$ cat src/rtl/counter_pkg.sv
// Shared definitions for the counter library: state encodings and default widths.
package counter_pkg;

    localparam int CNT_WIDTH = 4;

    typedef enum logic {
        ST_IDLE = 1'b0,
        ST_RUN  = 1'b1
    } state_e;

endpackage : counter_pkg

$ cat src/rtl/sync_downc.sv
// Synchronous programmable down counter with one-shot / auto-reload modes and
// a registered one-cycle terminal-count strobe.
module sync_downc
    import counter_pkg::*;
#(
    parameter int WIDTH = CNT_WIDTH
) (
    input  logic             clk,
    input  logic             reset,
    input  logic             t,
    input  logic             load,
    input  logic [WIDTH-1:0] d,
    input  logic             auto_reload,
    output logic [WIDTH-1:0] q,
    output logic             tc,
    output logic             busy,
    output logic             zero
);

    localparam logic [WIDTH-1:0] ZERO_C = {WIDTH{1'b0}};
    localparam logic [WIDTH-1:0] ONE_C  = {{(WIDTH-1){1'b0}}, 1'b1};

    state_e           state_r;
    state_e           state_next_s;
    logic [WIDTH-1:0] q_r;
    logic [WIDTH-1:0] q_next_s;
    logic [WIDTH-1:0] reload_r;
    logic             tc_r;
    logic             tc_next_s;

    // Next-state, next-count and terminal-count decode; load overrides counting.
    always_comb begin
        state_next_s = state_r;
        q_next_s     = q_r;
        tc_next_s    = 1'b0;
        if (load) begin
            q_next_s     = d;
            state_next_s = (d != ZERO_C) ? ST_RUN : ST_IDLE;
        end else begin
            case (state_r)
                ST_IDLE: begin
                    state_next_s = ST_IDLE;
                end
                ST_RUN: begin
                    if (q_r == ZERO_C) begin
                        // Only reachable in periodic mode; leaving it parks the counter at 0.
                        if (!auto_reload) begin
                            state_next_s = ST_IDLE;
                        end else if (t) begin
                            q_next_s = reload_r;
                        end else begin
                            q_next_s = q_r;
                        end
                    end else if (t) begin
                        if (q_r == ONE_C) begin
                            q_next_s     = ZERO_C;
                            tc_next_s    = 1'b1;
                            state_next_s = auto_reload ? ST_RUN : ST_IDLE;
                        end else begin
                            q_next_s = q_r - ONE_C;
                        end
                    end else begin
                        q_next_s = q_r;
                    end
                end
                default: begin
                    state_next_s = ST_IDLE;
                end
            endcase
        end
    end

    // State register.
    always_ff @(posedge clk) begin
        if (reset) begin
            state_r <= ST_IDLE;
        end else begin
            state_r <= state_next_s;
        end
    end

    // Count register.
    always_ff @(posedge clk) begin
        if (reset) begin
            q_r <= ZERO_C;
        end else begin
            q_r <= q_next_s;
        end
    end

    // Reload register captures every load value.
    always_ff @(posedge clk) begin
        if (reset) begin
            reload_r <= ZERO_C;
        end else if (load) begin
            reload_r <= d;
        end
    end

    // Terminal-count strobe register.
    always_ff @(posedge clk) begin
        if (reset) begin
            tc_r <= 1'b0;
        end else begin
            tc_r <= tc_next_s;
        end
    end

    assign q    = q_r;
    assign tc   = tc_r;
    assign busy = (state_r == ST_RUN);
    assign zero = (q_r == ZERO_C);

endmodule : sync_downc
$ cat config.mk
export PLATFORM = sky130hd
export DESIGN_NAME = sync_downc
export DESIGN_NICKNAME = d
export VERILOG_FILES = /design/src/rtl/counter_pkg.sv /design/src/rtl/sync_downc.sv
export SDC_FILE = /design/constraint.sdc
export NUM_CORES = 1
export LEC_CHECK = 0
export CORE_MARGIN = 2
export CORE_UTILIZATION = 39
export CTS_CLUSTER_DIAMETER = 50
export DETAILED_ROUTE_END_ITERATION = 10
export PLACE_DENSITY = 0.69
export SLEW_MARGIN = 25
export SYNTH_ARGS = -nofsm -noshare
export SYNTH_HDL_FRONTEND = slang
export SYNTH_SLANG_ARGS = --single-unit
$ cat constraint.sdc
create_clock -name clk -period 1.6 [get_ports clk]
set_clock_uncertainty 0.05 [all_clocks]
set_input_delay 0.16 -clock clk [delete_from_list [all_inputs] [get_ports clk]]
set_output_delay 0.16 -clock clk [all_outputs]
set_load 0.02 [all_outputs]
; Word level (Yosys, flattened, before mapping)
; Cells that the tools add are included.
[word_totals]
register_bits = 10
latchBits = 0
ramBits = 0
rom_bits = 0
in_bits = 9
output_inout_bits = 7
elab_cells = 31
memories = 0
[classes]
addsub = 1
n_mul = 0
div_mod_pow = 0
magnitude_cmp = 0
n_eq_ne = 3
shifts = 0
mux = 15
bitwise_logic = 2
reduce_logical = 6
[op_table]
columns = op, n
row1 = 4-bit two-way mux, 7
row2 = 1-bit two-way mux, 7
row3 = 3-bit != test (second input constant), 2
row4 = 5-bit OR reduction, 1
row5 = 4-bit by 1-bit == test with 1-bit output (second input constant), 1
row6 = 4-bit zero test, 1
row7 = 4-bit AND reduction, 1
row8 = 4-bit nonzero test, 1
row9 = 4-bit by 1-bit subtractor with 4-bit output (second input constant), 1
row10 = 3-bit nonzero test, 1
row11 = 1-bit inverter, 2
row12 = 1-bit one-hot mux with 2 select lines, 1
row13 = 2-bit nonzero test, 1

; Longest topological paths before layout
; Gate-level depths: netlist of the first run.
[logic_depth]
depth_word = 6
depth_mapped = 6
depth_no_buf = 6

; Worst setup path before layout of the first run
; Ideal clock, no wire load.
[synth_path]
kind = register -> register
start = register q_r[0], in the netlist q[0]
end = register q_r[2], in the netlist q[2]
setup_ns = 0.086
arrival_ns = 1.672
t_required_ns = 1.464
path_slack_ns = -0.209
stages_incl_launch_ff = 7
path_buffers = 0
synth_period_minus_slack_ns = 1.809
path_cell_list = dfxtp_1 inv_1 ha_1 nor3b_4 a21o_1 a211o_1 a221oi_2
[synth_between]
elab_cells_between_ends = 11
cone_classes = add/sub: 1 / eq/ne: 2 / mux: 5 / reduce/logical: 3
[synth_rtl]
columns = element, line_no
row1 = "start, declared", sync_downc.sv:25  ; logic [WIDTH-1:0] q_r;
row2 = "start signal, assigned", sync_downc.sv:87  ; q_r <= q_next_s;
row3 = 4-bit zero test *, -
row4 = via zero, sync_downc.sv:17  ; output logic zero
row5 = 4-bit two-way mux, sync_downc.sv:45  ; if (q_r == ZERO_C) begin
row6 = 4-bit two-way mux, sync_downc.sv:40  ; case (state_r)
row7 = 4-bit two-way mux, sync_downc.sv:36  ; if (load) begin
; The timed path passes the listed nets; every way through them passes the cells marked *. The select of a mux whose other input is x is not followed.
; A chain may end at the register's enable or synchronous reset.

; Final worst setup path of the first run
[layout_path]
start = register q_r[2], in the netlist q[2]
end = output port q[2]
[layout_rtl]
columns = element, line_no
row1 = "end, declared", sync_downc.sv:14  ; output logic [WIDTH-1:0] q,
; No word-level cell between the ends.

==> impl_metrics.toml, run 1 <==
[die]
row_count = 13
die-area_mm2 = 0.00183
pin_count = 16
core_area_mm2 = 0.00135
start_util_pct = 43.5
die_h_um = 42.8
die_w_um = 42.8

[synthesis]
synth_xor_area_share_pct = 0
ys_seq_elements = 10
yosysSeqAreaShare_pct = 34.1
syn_avg_cell_area_um2 = 8.89
synth-warning-count = 0
synthMuxAreaShare_pct = 5.12
synth_top_family_by_area = "compound AO/OA/AOI/OAI gates"
synth_fa_ha_area_share_pct = 6.40
synth_area_um2 = 587
yosys.area_share.simple_pct = 19.2
synth-compound-area-share_pct = 27.7
postSynthCellCount = 66
synth_nets = 78
synth_cell_types = 28

[clocking]
cts_buffers = 3
clkLatencyLatePin_ns = 0.27
clockRootBuffer = "clkbuf_4"
clkTransAtPathRegs_ns = 0.06
cts_tree = "built"
clock-sinks = 10
htree_levels = 1
ctsHoldBuffers = 0
clock_path_buffers = 2

[detailed_routing]
antenna_left = 0
drtPass1Iterations = 4
drt_drc_violations_left = 0
wl_per_cell_um = 12.7
drt_wl_total_mm = 1.35
num_vias = 575
via_per_inst = 5.42
drt_iter0_drc = 10

[hold_path]
hp-class = "reg2reg"

[global_route]
grt_pass1_vias = 478
grt_pass1_wl_mm = 2.24
grt_max_degree = 11
antenna_found_initial = 0
grtUsageTotal_pct = 16.2
grt_overflow = 0

[worst_setup_path]
cp_slowest_cell = "clkdlybuf4s50_1"
slowest_delay_ns = 0.63
crit_chain = "clkdlybuf4s50_1"
path_class = "reg2out"
required_ns = 1.39
cp_top_family = "buffers and inverters"
cp_max_fo = 9
cp.arrival_ns = 1.33
path_buf_inv = 1
startpoint_type = "register"
reg2reg_slack_ns = 0.07
endpoint_kind = "primary output"

[sta]
slew_headroom_pct = 77.2
hold_violations = 0
fin_crit_sh_pct = 96.4
final-max-slew-violation-count = 0
layout_setup_ws_ns = 0.0574
worstMarginPinSlew_ns = 0.337
fin_crit_ns = 1.54
finalSetupViolations = 0
rsz0062_at_grt = "true"
max_freq_mhz = 648

[layout]
final_common_cell = "clkdlybuf4s50_1"
mostFrequentLayoutCells = "13 x clkdlybuf4s50_1, 9 x buf_4, 7 x a21oi_1, 7 x dfxtp_1"
fin_area_um2 = 852
fin_nets = 105
final_cells = 106
antennaDiodeCount = 0
fill_cells = 113
drive_above_1_share_pct = 29.7
finalCoreUtilization_pct = 63.1
syn2layout_area_growth_pct = 45.2

[power]
combinationalPowerShare_pct = 31.5
p_clk_share_pct = 25.9
p_total_w = 0.000662
p_sw_w = 0.000197
internal-power_w = 0.000465
power.share.switching_pct = 29.8
ir_drop_mv = 0.538
p_seq_share_pct = 42.5
power_density_mw_per_mm2 = 777
p_leak_nw = 0.344

[place]
gp_congestion = 0.794
port_buffers = 15
pre_cts_slack_ns = 0.0148
post_dp_cell_area_um2 = 825
dp_cells = 103
dp_hpwl_mm = 1.07

[outcome]
status = "complete, no violations"

[flow_run]
drv_cap = 0
==> cells by family after synthesis <==
family	Yosys count
AOI/OAI and AO/OA	22
and+or+nand+nor	19
DFF	10
buffers and inverters	9
muxes	3
adders and majority gates	3
==> path summary, 6_finish.rpt <==
path	to	cells after the start	from
max	q[2]	1	q[2]
min	reload_r[0]	2	reload_r[0]
max reg2reg	q[3]	7	q[1]
min reg2reg	reload_r[0]	2	reload_r[0]
==> synth_stat cells (all sizes together) <==
cell,number,area [um^2]
dfxtp,10,200
a21oi,8,40.0
inv,6,22.5
nor2,5,18.8
nand2,4,15.0
a221oi,3,38.8
buf,3,21.3
ha,3,37.5
mux2i,3,30.0
nand2b,2,12.5
nand3b,2,15.0
o21ai,2,10.0
o41ai,2,17.5
a211o,1,8.76
a211oi,1,7.51
a21o,1,7.51
a31o,1,8.76
nand3,1,5.00
nor2b,1,6.26
nor3,1,5.00
nor3b,1,18.8
nor4,1,6.26
o21a,1,7.51
o22ai,1,6.26
o31a,1,10.0
or4b,1,10.0
==> sequential cells by signal, indices dropped and copies added (netlist names) <==
| name | count |
|---|---|
| reload_r | 4 |
| q | 4 |
| tc | 1 |
| busy | 1 |
==> worst register-to-register path: stages (launching register included) <==
cell and delay, ns:
dfxtp_2 0.33, inv_2 0.08, ha_1 0.20, nor2_2 0.06, buf_4 0.13, a221oi_1 0.25
a21oi_1 0.08, a31o_2 0.24
==> per-stage QoR <==
step / TNS (ns) / hold WS (ns)
after detailed placement: 0 / 0.411
after global placement: 0 / 0.412
after CTS: 0 / 0.422
final: 0 / 0.424
after global routing: -0.0286 / 0.443
after floorplan: 0 / 0.257
==> area by class of cell <==
cell class                 instances  area, um^2  area share (%)
multi-input combinational         47         362            42.4
sequential                        10         204            23.9
inverter                           6        22.5            2.64
timing repair buffer              25         223            26.1
clock buffer                       3        22.5            2.64
tap                               15        18.8            2.20
==> per-layer routing <==
layer	part of all wire (%)	vias to the layer above	track usage, %
met5	0	-	0
li1	-	296	-
met3	4.8	5	3.83
met4	2.3	0	9.38
met1	50	259	21.5
met2	43	15	23.6
==> power by group through the flow <==
stage | clock network [W] | logic, W | registers, W
2_1_floorplan | 0 | 0.000104 | 0.000294
3_3_place_gp | 0 | 0.000204 | 0.000286
3_5_place_dp | 0 | 0.000206 | 0.000286
4_1_cts | 0.000176 | 0.000203 | 0.000281
5_1_grt | 0.000188 | 0.000227 | 0.000284
6_report | 0.000172 | 0.000209 | 0.000282
==> timing repair <==
item                                    CTS  global route
endpoints found under the setup margin    4             4
setup buffers                             0             0
cloned                                    0             0
gates resized for setup                   3             5
Note: power is estimated with default switching activity, not from simulation.
==> inputs of run 2 (changes only) <==
--- a/config.mk
+++ b/config.mk
@@ -6,5 +6,5 @@
 export NUM_CORES = 1
 export LEC_CHECK = 0
-export CORE_MARGIN = 2
+export CORE_MARGIN = 8
 export CORE_UTILIZATION = 39
 export CTS_CLUSTER_DIAMETER = 50
--- a/constraint.sdc
+++ b/constraint.sdc
@@ -3,3 +3,3 @@
 set_input_delay 0.16 -clock clk [delete_from_list [all_inputs] [get_ports clk]]
 set_output_delay 0.16 -clock clk [all_outputs]
-set_load 0.02 [all_outputs]
+set_load 0.005 [all_outputs]
==> run 2 against run 1 <==
  * Via count grew 9.4%
  * Largest power group unchanged
  * Clock power rose by 37%
  * Critical path type is now reg2reg
  * Fmax is 8.6% lower
  * Utilization fell by 0.98 points
  * Setup slack worse by 0.15 ns
  * The flow now finishes with violations (negative setup slack)
  * Global-route usage decreased by 4.0 points
  * Hold slack improved by 0.012 ns
  * Register-to-register slack got worse by 0.16 ns
  * Sequential cell count did not move
  * Highest routed layer unchanged
  * Sequential power is essentially flat
  * Clock-buffer cell count rose by 1
  * Final area up 6.0%
==> impl_metrics.toml, run 2 (same netlist as run 1, synthesis figures left out) <==
[outcome]
status = "finished, violations left"
violations = "negative setup slack"

[detailed_routing]
antenna_left = 0
via_per_inst = 5.62
drt_drc_violations_left = 0
drt_iter0_drc = 16
num_vias = 629
drt_wl_total_mm = 1.72
drtPass1Iterations = 4
wl_per_cell_um = 15.3

[power]
internal-power_w = 0.000522
ir_drop_mv = 0.623
p_total_w = 0.000727
p_sw_w = 0.000204
p_clk_share_pct = 32.4
power.share.switching_pct = 28.1
p_leak_nw = 0.366
power_density_mw_per_mm2 = 805
p_seq_share_pct = 39.0
combinationalPowerShare_pct = 28.6

[worst_setup_path]
r2r-start = "q[0]"
startpoint_type = "register"
cp_top_family = "simple AND/OR/NAND/NOR gates"
required_ns = 1.72
endpoint_kind = "register"
cp_max_fo = 3
cp_slowest_cell = "or4b_1"
rr_worst_depth = 6
path_buf_inv = 3
slowest_delay_ns = 0.47
reg2reg_slack_ns = -0.09
cp.arrival_ns = 1.81
crit_chain = "inv_2 > ha_4 > buf_4 > buf_4 > or4b_1 > nor4_1"
cpMostUsedCell = "buf_4"
reg2reg_to = "tc"
path_class = "reg2reg"

[layout]
mostFrequentLayoutCells = "14 x clkdlybuf4s50_1, 14 x buf_4, 8 x a21oi_1, 6 x dfxtp_1"
drive_above_1_share_pct = 33.3
fin_area_um2 = 903
antennaDiodeCount = 0
fin_nets = 109
syn2layout_area_growth_pct = 53.9

[die]
start_util_pct = 40.4
pin_count = 16
row_count = 14
core_area_mm2 = 0.00145
die_h_um = 54.8
die-area_mm2 = 0.00300
die_w_um = 54.8

[clocking]
clock_path_buffers = 2
clock-sinks = 10
htree_levels = 1
cts_tree = "built"
clkTransAtPathRegs_ns = 0.08
clockRootBuffer = "clkbuf_4"
cts_buffers = 3
clkLatencyLatePin_ns = 0.27

[global_route]
grt_overflow = 0
antenna_found_initial = 0
grt_pass1_vias = 612
grt_max_degree = 11
grtUsageTotal_pct = 12.2
grt_pass1_wl_mm = 2.64

[flow_run]
drv_cap = 0

[hold_path]
hp-class = "reg2reg"
min_to = "reload_r[0]"
hold_path_startpoint = "reload_r[0]"
whs_path_depth = 2

[place]
gp_congestion = 0.836
dp_hpwl_mm = 1.21
port_buffers = 15
post_dp_cell_area_um2 = 812
pre_cts_slack_ns = -0.00552

[sta]
worstMarginPinSlew_ns = 0.331
max_freq_mhz = 592
fin_crit_ns = 1.69
fin_crit_sh_pct = 105
slew_headroom_pct = 77.6
final-max-slew-violation-count = 0
finalSetupViolations = 1
tns_ns = -0.0880
layout_setup_ws_ns = -0.0880
rsz0062_at_grt = "true"
hold_violations = 0
## run 2: cell types whose count changed in the layout (fill, tap and decap cells not counted), sizes merged
| cell | delta |
|---|---|
| buf | +4 |
| clkdlybuf4s50 | +1 |
## run 2: worst max-delay path by stage
| stage | slack (ns) | endpoint | cells after the start | start |
|---|---|---|---|---|
| final | -0.09 | tc | 6 | q[0] |
| after global routing | -0.07 | q[1] | 7 | q[1] |
| after CTS | -0.04 | tc | 6 | q[0] |
| after detailed placement | -0.006 | q[1] | 7 | q[1] |
| after global placement | 0.03 | q[2] | 6 | q[0] |
| after floorplan | 0.002 | q[2] | 6 | q[1] |
## run 2: timing repair
item | in CTS | in global routing
setup buffers | 2 | 3
resized for setup | 5 | 6
hold buffers | 0 | 0
pin swaps | 0 | 4
endpoints found under the setup margin | 5 | 7
## run 2: area by class of cell
class | instances | area, um^2
Fill cell | 127 | 551
Multi-Input combinational cell | 47 | 365
Timing Repair Buffer | 29 | 254
Sequential cell | 10 | 205
Clock buffer | 4 | 36.3
Inverter | 6 | 22.5
Tap cell | 16 | 20.0
## run 2: tightest hold or removal path, stage by stage (launching register included)
cell and delay (ns):
dfxtp_1 0.32, nand2b_1 0.06, a21oi_1 0.06
## run 2: power by group through the flow
| stage | sequential [W] | clock (W) | combinational, W |
|---|---|---|---|
| after global routing | 0.000285 | 0.000261 | 0.000225 |
| after detailed placement | 0.000287 | 0 | 0.000183 |
| after CTS | 0.000282 | 0.000242 | 0.000188 |
| after global placement | 0.000287 | 0 | 0.000181 |
| final | 0.000284 | 0.000236 | 0.000208 |
| after floorplan | 0.000283 | 0 | 0.0000946 |
## run 2: routing by layer
metal | vias to the layer above | routed length (um) | GRT usage, %
li1 | 301 | - | -
met1 | 298 | 707 | 13.0
met2 | 25 | 848 | 19.2
met3 | 5 | 119 | 4.35
met4 | 0 | 43 | 9.43
met5 | - | 0 | 0
## run 2: per-stage QoR
| step | hold slack [ns] | std cells | utilization [%] |
|---|---|---|---|
| 2_1_floorplan | 0.257 | 66 | - |
| 3_3_place_gp | 0.409 | 104 | 55.9 |
| 3_5_place_dp | 0.427 | 104 | 55.9 |
| 4_1_cts | 0.438 | 109 | 59.3 |
| 5_1_grt | 0.460 | 112 | 62.1 |
| 6_report | 0.436 | 112 | 62.1 |
